===== src/rtl/mult_share_scheduler.sv =====
// Round-robin scheduler sharing one external combinational 8x8 multiplier among
// NREQ requesters, with an optional thermal cooldown gap after a response.
module mult_share_scheduler #(
   parameter int NREQ     = 4,
   parameter int WAIT_CYC = 1,
   parameter int COOL_CYC = 4
) (
   input  logic              clk,
   input  logic              rst_n,
   input  logic [NREQ-1:0]   req_valid,
   input  logic [8*NREQ-1:0] req_a,
   input  logic [8*NREQ-1:0] req_b,
   output logic [NREQ-1:0]   req_ready,
   output logic [7:0]        mul_a,
   output logic [7:0]        mul_b,
   input  logic [15:0]       mul_p,
   output logic              rsp_valid,
   output logic [1:0]        rsp_id,
   output logic [15:0]       rsp_data,
   input  logic              rsp_ready,
   input  logic              thermal_hot,
   output logic              busy,
   output logic [15:0]       grant_count
);

   typedef enum logic [1:0] {
      IDLE = 2'd0,
      EXEC = 2'd1,
      RESP = 2'd2
   } state_t;

   state_t      state_q, state_d;
   logic [1:0]  last_q;
   logic [3:0]  cool_q;
   logic [2:0]  exec_q;
   logic [7:0]  op_a_q, op_b_q;
   logic [1:0]  id_q;
   logic [15:0] data_q;
   logic [15:0] gcnt_q;

   logic        found;
   logic [1:0]  winner;
   logic [1:0]  cand;
   logic        accept;
   logic        capture;
   logic        handshake;

   // Round-robin search starting just after the most recent grant.
   always_comb begin
      // NOTE: every variable gets a default first so no path can infer a latch.
      found  = 1'b0;
      winner = last_q;
      cand   = last_q;
      for (int k = 1; k <= NREQ; k++) begin
         cand = last_q + 2'(k);
         if (!found && req_valid[cand]) begin
            found  = 1'b1;
            winner = cand;
         end
      end
   end

   always_comb begin
      state_d   = state_q;
      accept    = 1'b0;
      capture   = 1'b0;
      handshake = 1'b0;
      unique case (state_q)
         IDLE: begin
            if (cool_q == 4'd0 && found) begin
               accept  = 1'b1;
               state_d = EXEC;
            end
         end
         EXEC: begin
            if (exec_q == 3'd0) begin
               capture = 1'b1;
               state_d = RESP;
            end
         end
         RESP: begin
            if (rsp_ready) begin
               handshake = 1'b1;
               state_d   = IDLE;
            end
         end
         default: state_d = IDLE;
      endcase
   end

   // The accept strobe is combinational, so it is masked while reset is held.
   always_comb begin
      req_ready = '0;
      if (accept && rst_n)
         req_ready[winner] = 1'b1;
   end

   // NOTE: sequential state uses non-blocking assignments so every register
   // samples pre-edge values regardless of statement order.
   always_ff @(posedge clk or negedge rst_n) begin
      if (!rst_n)
         state_q <= IDLE;
      else
         state_q <= state_d;
   end

   always_ff @(posedge clk or negedge rst_n) begin
      if (!rst_n) begin
         last_q <= 2'(NREQ - 1);
         cool_q <= '0;
         exec_q <= '0;
         op_a_q <= '0;
         op_b_q <= '0;
         id_q   <= '0;
         data_q <= '0;
         gcnt_q <= '0;
      end else begin
         if (accept) begin
            op_a_q <= req_a[{winner, 3'b000} +: 8];
            op_b_q <= req_b[{winner, 3'b000} +: 8];
            id_q   <= winner;
            last_q <= winner;
            exec_q <= 3'(WAIT_CYC - 1);
            if (gcnt_q != 16'hFFFF)
               gcnt_q <= gcnt_q + 16'd1;
         end else if (state_q == EXEC && exec_q != 3'd0) begin
            exec_q <= exec_q - 3'd1;
         end

         if (capture)
            data_q <= mul_p;

         // Thermal alarm only matters on the handshake edge; cooldown is never extended.
         if (handshake)
            cool_q <= thermal_hot ? 4'(COOL_CYC) : 4'd0;
         else if (state_q == IDLE && cool_q != 4'd0)
            cool_q <= cool_q - 4'd1;
      end
   end

   assign mul_a       = op_a_q;
   assign mul_b       = op_b_q;
   assign rsp_valid   = (state_q == RESP);
   assign rsp_id      = id_q;
   assign rsp_data    = data_q;
   assign busy        = (state_q != IDLE) || (cool_q != 4'd0);
   assign grant_count = gcnt_q;

endmodule


===== config.mk =====
export PLATFORM = sky130hd
export DESIGN_NAME = mult_share_scheduler
export DESIGN_NICKNAME = d
export VERILOG_FILES = /design/src/rtl/mult_share_scheduler.sv
export SDC_FILE = /design/constraint.sdc
export NUM_CORES = 1
export LEC_CHECK = 0
export ABC_AREA = 1
export BUFFER_PORTS_ARGS = -buffer_cell sky130_fd_sc_hd__buf_2
export CORE_AREA = 4 4 83 105
export CTS_CLUSTER_DIAMETER = 30
export CTS_CLUSTER_SIZE = 24
export DETAILED_ROUTE_END_ITERATION = 8
export DIE_AREA = 0 0 87 109
export GPL_TIMING_DRIVEN = 0
export PLACE_DENSITY = 0.81
export RECOVER_POWER = 50
export SKIP_LAST_GASP = 1
export SYNTH_ARGS = -nofsm -noshare
export SYNTH_HDL_FRONTEND = slang
export SYNTH_SLANG_ARGS = --single-unit
export TNS_END_PERCENT = 20

===== constraint.sdc =====
create_clock -name clk -period 2 [get_ports clk]
set_input_delay 0.3 -clock clk [delete_from_list [all_inputs] [get_ports clk]]
set_output_delay 0.3 -clock clk [all_outputs]
set_load 0.1 [all_outputs]

==> qor.log, run 1 <==
qor: worst_setup_path.timing_worst_setup_path_type reg2out
qor: worst_setup_path.critical_path.max_fanout 8
qor: outcome.violations_in_the_final_reports negative setup slack
qor: worst_setup_path.cp.required 1.70 ns
qor: timing.timing.setup.tns -4.55 ns
qor: clock_tree.clock_insertion_delay_worst_skew 0.33 ns
qor: global_route.grt_max_degree 63
qor: worst_setup_path.worstRegToRegCells 14
qor: synthesis.syn-mean-instance-area 8.22 um^2
qor: die.core 7700 um^2
qor: synthesis.top_area_cells_in_the_synthesized_netlist sky130_fd_sc_hd__dfrtp_1, sky130_fd_sc_hd__nand3_1, sky130_fd_sc_hd__nand2_1
qor: timing.period_share 125%
qor: drt.drc 0
qor: synthesis.netlist_area 3780 um^2
qor: clock_tree.cts.htree.levels 3
qor: global_route.global_route_total_usage_across_every_layer 25.1%
qor: drt.ant_nets 0
qor: synthesis.synth_edf_count 0
qor: flow_run.max_capacitance_violation_total 0
qor: timing.timing.slew.headroom 47.5%
qor: timing.skew 0.0106 ns
qor: synthesis.post_synth_most_frequent_cells sky130_fd_sc_hd__nand3_1, sky130_fd_sc_hd__nand2_1, sky130_fd_sc_hd__dfrtp_1
qor: synthesis.combinational_family_with_the_most_area_after_synthesis simple AND/OR/NAND/NOR gates
qor: clock_tree.cts-root-buf sky130_fd_sc_hd__clkbuf_8
qor: layout.post_route_cells_drive_above_1_share 48.7%
qor: worst_setup_path.worstPathArrival 2.21 ns
qor: timing.maxClockFrequency 399 MHz
qor: drt.dr_total_vias 4067
qor: drt.finalWirelength 11.9 mm
qor: place.dp_hpwl 8.02 mm
qor: worst_setup_path.worstReg2RegStart last_q[0]
qor: synthesis.netlist_instances 460
qor: layout.finalNonFillerCells 744
qor: synthesis.synth_cell_types 37
qor: synthesis.synthesis.nets 553
qor: place.dp.cells 698
qor: die.die_h 109 um
qor: global_route.grt_pass1_wl 18.7 mm
qor: clock_tree.clk_transition_reported_paths 0.07 ns
qor: timing.hold_slack 0.0531 ns
qor: synthesis.synthXorXnorAreaFrac 3.24%
qor: synthesis.synth_simple_gate_area_share 37.7%
qor: worst_setup_path.crit_path_start_kind flip-flop
qor: synthesis.synth-compound-area-share 4.24%
qor: timing.setup_repair_after_global_routing_missed_its_margin yes
qor: timing.setup_viol_count_final 36
qor: clock_tree.cts_num_sinks 61
qor: worst_setup_path.cp-end-kind output port
qor: die.dieWidth 87 um
qor: synthesis.post_synth_fa_ha_maj_area_fraction 1.65%
qor: clock_tree.clk_path_buf_depth 2
qor: drt.routed_wire_length_per_instance 16.0 um
qor: timing.hold_viol_final 0
qor: synthesis.ys_async_sr_fraction 100%
qor: clock_tree.tritoncts.num_buffers 9
qor: synthesis.muxShareOfSynthArea 4.77%
qor: drt.drtIter0Drc 204
qor: global_route.globalRouteOverflowTotal 0
qor: global_route.grt_pass1_vias 3972
qor: layout.final_net_count 737
qor: timing.timing_max_transition_violations_final 0
qor: worst_setup_path.register_to_register_path_setup_slack -0.18 ns
qor: timing.worst_slack -0.508 ns
qor: die.core.rowCount 36
qor: die.num_io_pins 144
qor: synthesis.synth.most_common_cell sky130_fd_sc_hd__nand3_1
qor: drt.viasPerCell 5.47
qor: worst_setup_path.reg2reg_to mul_b[6]
qor: timing.actual_transition_at_the_worst_max_transition_pin 0.788 ns
qor: layout.syn_to_final_growth 45.3%
qor: synthesis.synth_largest_area_cell sky130_fd_sc_hd__dfrtp_1
qor: timing.fin_crit 2.51 ns
qor: layout.diodes 0
qor: global_route.number_of_antenna_violations_at_the_first_check_in_global_routing 0
qor: outcome.status complete, but fails checks
qor: synthesis.synth_warnings 0
qor: synthesis.synth.yosys.seq_area_share 40.4%
qor: die.initial_core_util 49.1%
qor: min_path.hold_path_class in2async
qor: layout.final_core_util 71.3%
qor: clock_tree.cts_tree built
qor: synthesis.synth_largest_type_area_fraction 39.0%
qor: synthesis.postSynthRegisterBits 61
qor: place.placement.io_buffers 143
qor: synthesis.synth_top_flop_cell sky130_fd_sc_hd__dfrtp_1
qor: drt.drt_pass1_iterations 5
qor: die.design.die.area 9480 um^2
qor: place.gp_congestion 0.958
-- cell type report --
class                      instances  area, um^2
buffer                            22         210
clock buffer                      12         155
clock inverter                     4        70.1
fill                             557        2210
inverter                          30         136
multi-input combinational        347        2220
sequential                        61        1550
tap                               95         119
timing repair buffer             173        1030
-- what timing repair did --
item | 4_1_cts | 5_1_grt
pin swaps | 29 | 9
hold buffers | 0 | 0
resized for setup | 65 | 25
setup buffers | 25 | 5
endpoints found under the setup margin | 5 | 52
-- critical path, cell delays in order (launching register included) --
cell and delay [ns]:
sky130_fd_sc_hd__dfstp_2 0.55, sky130_fd_sc_hd__buf_12 0.15, sky130_fd_sc_hd__inv_8 0.07, sky130_fd_sc_hd__nand2_4 0.07
sky130_fd_sc_hd__nand2_4 0.08, sky130_fd_sc_hd__nand2_4 0.09, sky130_fd_sc_hd__nand2_4 0.07, sky130_fd_sc_hd__inv_8 0.08
sky130_fd_sc_hd__nand2_1 0.06, sky130_fd_sc_hd__nand2_1 0.10, sky130_fd_sc_hd__nand2_4 0.08, sky130_fd_sc_hd__buf_8 0.13
sky130_fd_sc_hd__nor2_4 0.14, sky130_fd_sc_hd__buf_12 0.18
-- flip-flops by register name (all words and copies together) (netlist names) --
name and flops:
mul_b 8, cool_q 4, rsp_id 2, grant_count 16
rsp_data 16, exec_q 3, last_q 2, mul_a 8
state_q 2
-- layer usage --
layer  track usage [%]  wire (um)
met5                 0          0
met4              12.8        547
met3              5.90       1050
met2              42.1       5890
met1              29.8       4450
-- how the worst max path moves through the flow --
stage / start / endpoint / cells after the start
finish: last_q[0] / req_ready[1] / 13
global route: last_q[0] / req_ready[3] / 13
CTS: last_q[0] / req_ready[0] / 10
detailed placement: rst_n / req_ready[2] / 6
global placement: rst_n / req_ready[2] / 6
floorplan: last_q[0] / req_ready[3] / 12
-- cells in the final DEF, fill, tap and decap left out, drive strengths merged, types with 2 or more instances in the layout --
cell,n
dfrtp,59
xor2,9
clkinv,4
buf,192
nand3,132
inv,28
nand4,5
o22ai,2
clkbuf,15
mux2,16
nand2,119
bufinv,2
ha,5
nor3,6
xnor2,5
o21ai,17
dfstp,2
nor2,21
a21oi,5
-- kinds of logic (layout without fill, tap and decap cells) --
kind of cell	after synthesis	in the layout
xor+xnor	14	14
buf+inv	52	241
simple gates	286	286
mux	16	16
flops	61	61
fa+ha+maj	5	5
compound gates	26	26
-- stage by stage --
step,worst slack (ns),cell area (um^2)
3_5_place_dp,-0.760,4700
2_1_floorplan,-0.350,3860
4_1_cts,-0.458,5370
3_3_place_gp,-0.693,4700
6_report,-0.508,5490
5_1_grt,-0.588,5490
Power of run 1 is left out: the tool's default activity adds up to more than one toggle a clock period on the data nets, which glitch-free logic cannot reach.
==> inputs of run 2 (changes only) <==
- SKIP_CTS_REPAIR_TIMING: unset -> 1
==> run 2 against run 1 <==
Effect of this change: the run still ends with negative setup slack left; non-clock buffer count is 6 lower; worst setup slack lost 0.066 ns; global-route usage is 2.8 points lower; critical path depth is 2 lower; first-iteration DRC count grew 4.4%; die area stayed put; flip-flop and latch count stayed put; design area down 1.2%; register-to-register slack is essentially flat; highest routed layer unchanged.
==> qor.log, run 2 (synthesis gave the netlist of run 1 again) <==
qor: outcome.status complete, but fails checks
qor: outcome.violations_in_the_final_reports negative setup slack
qor: global_route.grt_max_degree 63
qor: place.dp_hpwl 8.02 mm
qor: timing.setup_viol_count_final 38
qor: layout.syn_to_final_growth 43.5%
qor: drt.drc 0
qor: timing.worst_slack -0.574 ns
qor: worst_setup_path.critical_path_buf_inv_count 4
qor: worst_setup_path.register_to_register_path_setup_slack -0.19 ns
qor: global_route.grtUsageMet2 36.9%
qor: clock_tree.clk_transition_reported_paths 0.07 ns
qor: worst_setup_path.critical_path.max_fanout 9
qor: clock_tree.cts_tree built
qor: global_route.use_met3 5.97%
qor: die.initial_core_util 49.1%
qor: worst_setup_path.cpLargestDelayFamily flip-flops
qor: timing.timing.slew.headroom 47.5%
qor: drt.viasPerCell 5.38
qor: die.core 7700 um^2
qor: global_route.gr-max-usage-layer met2
qor: global_route.number_of_antenna_violations_at_the_first_check_in_global_routing 0
qor: drt.routed_wire_length_per_instance 15.4 um
qor: drt.finalWirelength 11.4 mm
qor: worst_setup_path.path_common_cell sky130_fd_sc_hd__buf_12
qor: worst_setup_path.timing_worst_setup_path_type reg2out
qor: worst_setup_path.worstPathCellList buf_12 -> inv_12 -> nand2_2 -> nand2_4 -> a21oi_1 -> o21ai_1 -> nand3_2 -> nand2_4 -> buf_12 -> nor2_4 -> buf_12
qor: layout.diodes 0
qor: die.design.die.area 9480 um^2
qor: place.gp_congestion 0.958
qor: drt.dr_total_vias 3972
qor: die.core.rowCount 36
qor: place.placed_area 4700 um^2
qor: layout.final_net_count 731
qor: drt.drtIter0Drc 213
qor: layout.layout.cell_area.non_filler 5430 um^2
qor: global_route.grt_pass1_vias 3675
qor: timing.setup_repair_after_global_routing_missed_its_margin yes
qor: worst_setup_path.critical-path-max-stage-delay 0.58 ns
qor: timing.maxClockFrequency 389 MHz
qor: clock_tree.clock_insertion_delay_worst_skew 0.33 ns
qor: place.placement.io_buffers 143
qor: die.die_h 109 um
qor: timing.skew 0.00901 ns
qor: drt.ant_nets 0
qor: layout.final_cell_mix sky130_fd_sc_hd__buf_2, sky130_fd_sc_hd__nand3_1, sky130_fd_sc_hd__nand2_1
qor: layout.post_route_cells_drive_above_1_share 47.6%
qor: timing.period_share 129%
qor: worst_setup_path.cp.required 1.70 ns
qor: clock_tree.cts-root-buf sky130_fd_sc_hd__clkbuf_8
qor: timing.fin_crit 2.57 ns
qor: min_path.hold_path_class in2async
qor: global_route.grt_pass1_wl 16.7 mm
qor: clock_tree.cts_num_sinks 61
qor: worst_setup_path.slowest_cell_on_crit_path sky130_fd_sc_hd__dfstp_2
qor: timing.actual_transition_at_the_worst_max_transition_pin 0.788 ns
qor: worst_setup_path.worstPathArrival 2.27 ns
qor: clock_tree.cts.htree.levels 3
qor: worst_setup_path.cp-end-kind output port
qor: timing.hold_viol_final 0
qor: timing.timing_max_transition_violations_final 0
qor: flow_run.max_capacitance_violation_total 0
qor: layout.final.fill_count 570
qor: clock_tree.clk_path_buf_depth 2
qor: worst_setup_path.crit_path_start_kind flip-flop
qor: global_route.global_route_total_usage_across_every_layer 22.3%
qor: drt.drt_pass1_iterations 5
qor: die.num_io_pins 144
qor: layout.layout_commonest_cell sky130_fd_sc_hd__buf_2
qor: clock_tree.tritoncts.num_buffers 9
qor: global_route.use_met1 27.2%
qor: global_route.globalRouteOverflowTotal 0
qor: die.dieWidth 87 um
[run 2: final timing paths]
path | endpoint | from | depth (start not counted)
max reg2reg | mul_a[7] | last_q[0] | 14
min | rsp_data[11] | rst_n | 1
max in group asynchronous | grant_count[0] | rst_n | 1
min in group clk | cool_q[3] | rsp_ready | 2
min reg2reg | mul_b[6] | mul_b[6] | 2
max | req_ready[2] | last_q[0] | 11
[run 2: cell type report]
type | count | area [um^2] | share of cell area [%]
Multi-Input combinational cell | 347 | 2210 | 40.6
Sequential cell | 61 | 1550 | 28.5
Timing Repair Buffer | 167 | 976 | 18.0
Buffer | 22 | 218 | 4.01
Clock inverter | 4 | 70.1 | 1.29
Clock buffer | 12 | 155 | 2.86
Tap cell | 95 | 119 | 2.19
Inverter | 30 | 136 | 2.51
[run 2: per-stage QoR]
| stage | cells | setup slack, ns | setup TNS, ns | util (%) | hold slack (ns) |
|---|---|---|---|---|---|
| global placement | 698 | -0.693 | -2.62 | 61.0 | 0.462 |
| CTS | 714 | -0.888 | -3.47 | 63.9 | 0.151 |
| global route | 738 | -0.651 | -9.88 | 70.5 | 0.0989 |
| detailed placement | 698 | -0.760 | -2.92 | 61.0 | 0.465 |
| floorplan | 460 | -0.350 | -1.30 | - | 0.00441 |
| finish | 738 | -0.574 | -5.36 | 70.5 | 0.0575 |
[run 2: per-layer routing]
layer,wire [um],part of all wire (%),up-vias
met3,1050,9.2,22
met5,0,0,-
met4,249,2.2,0
met2,5730,50,202
met1,4370,38,1846
li1,-,-,1902
Power of run 2 is left out for the same reason.
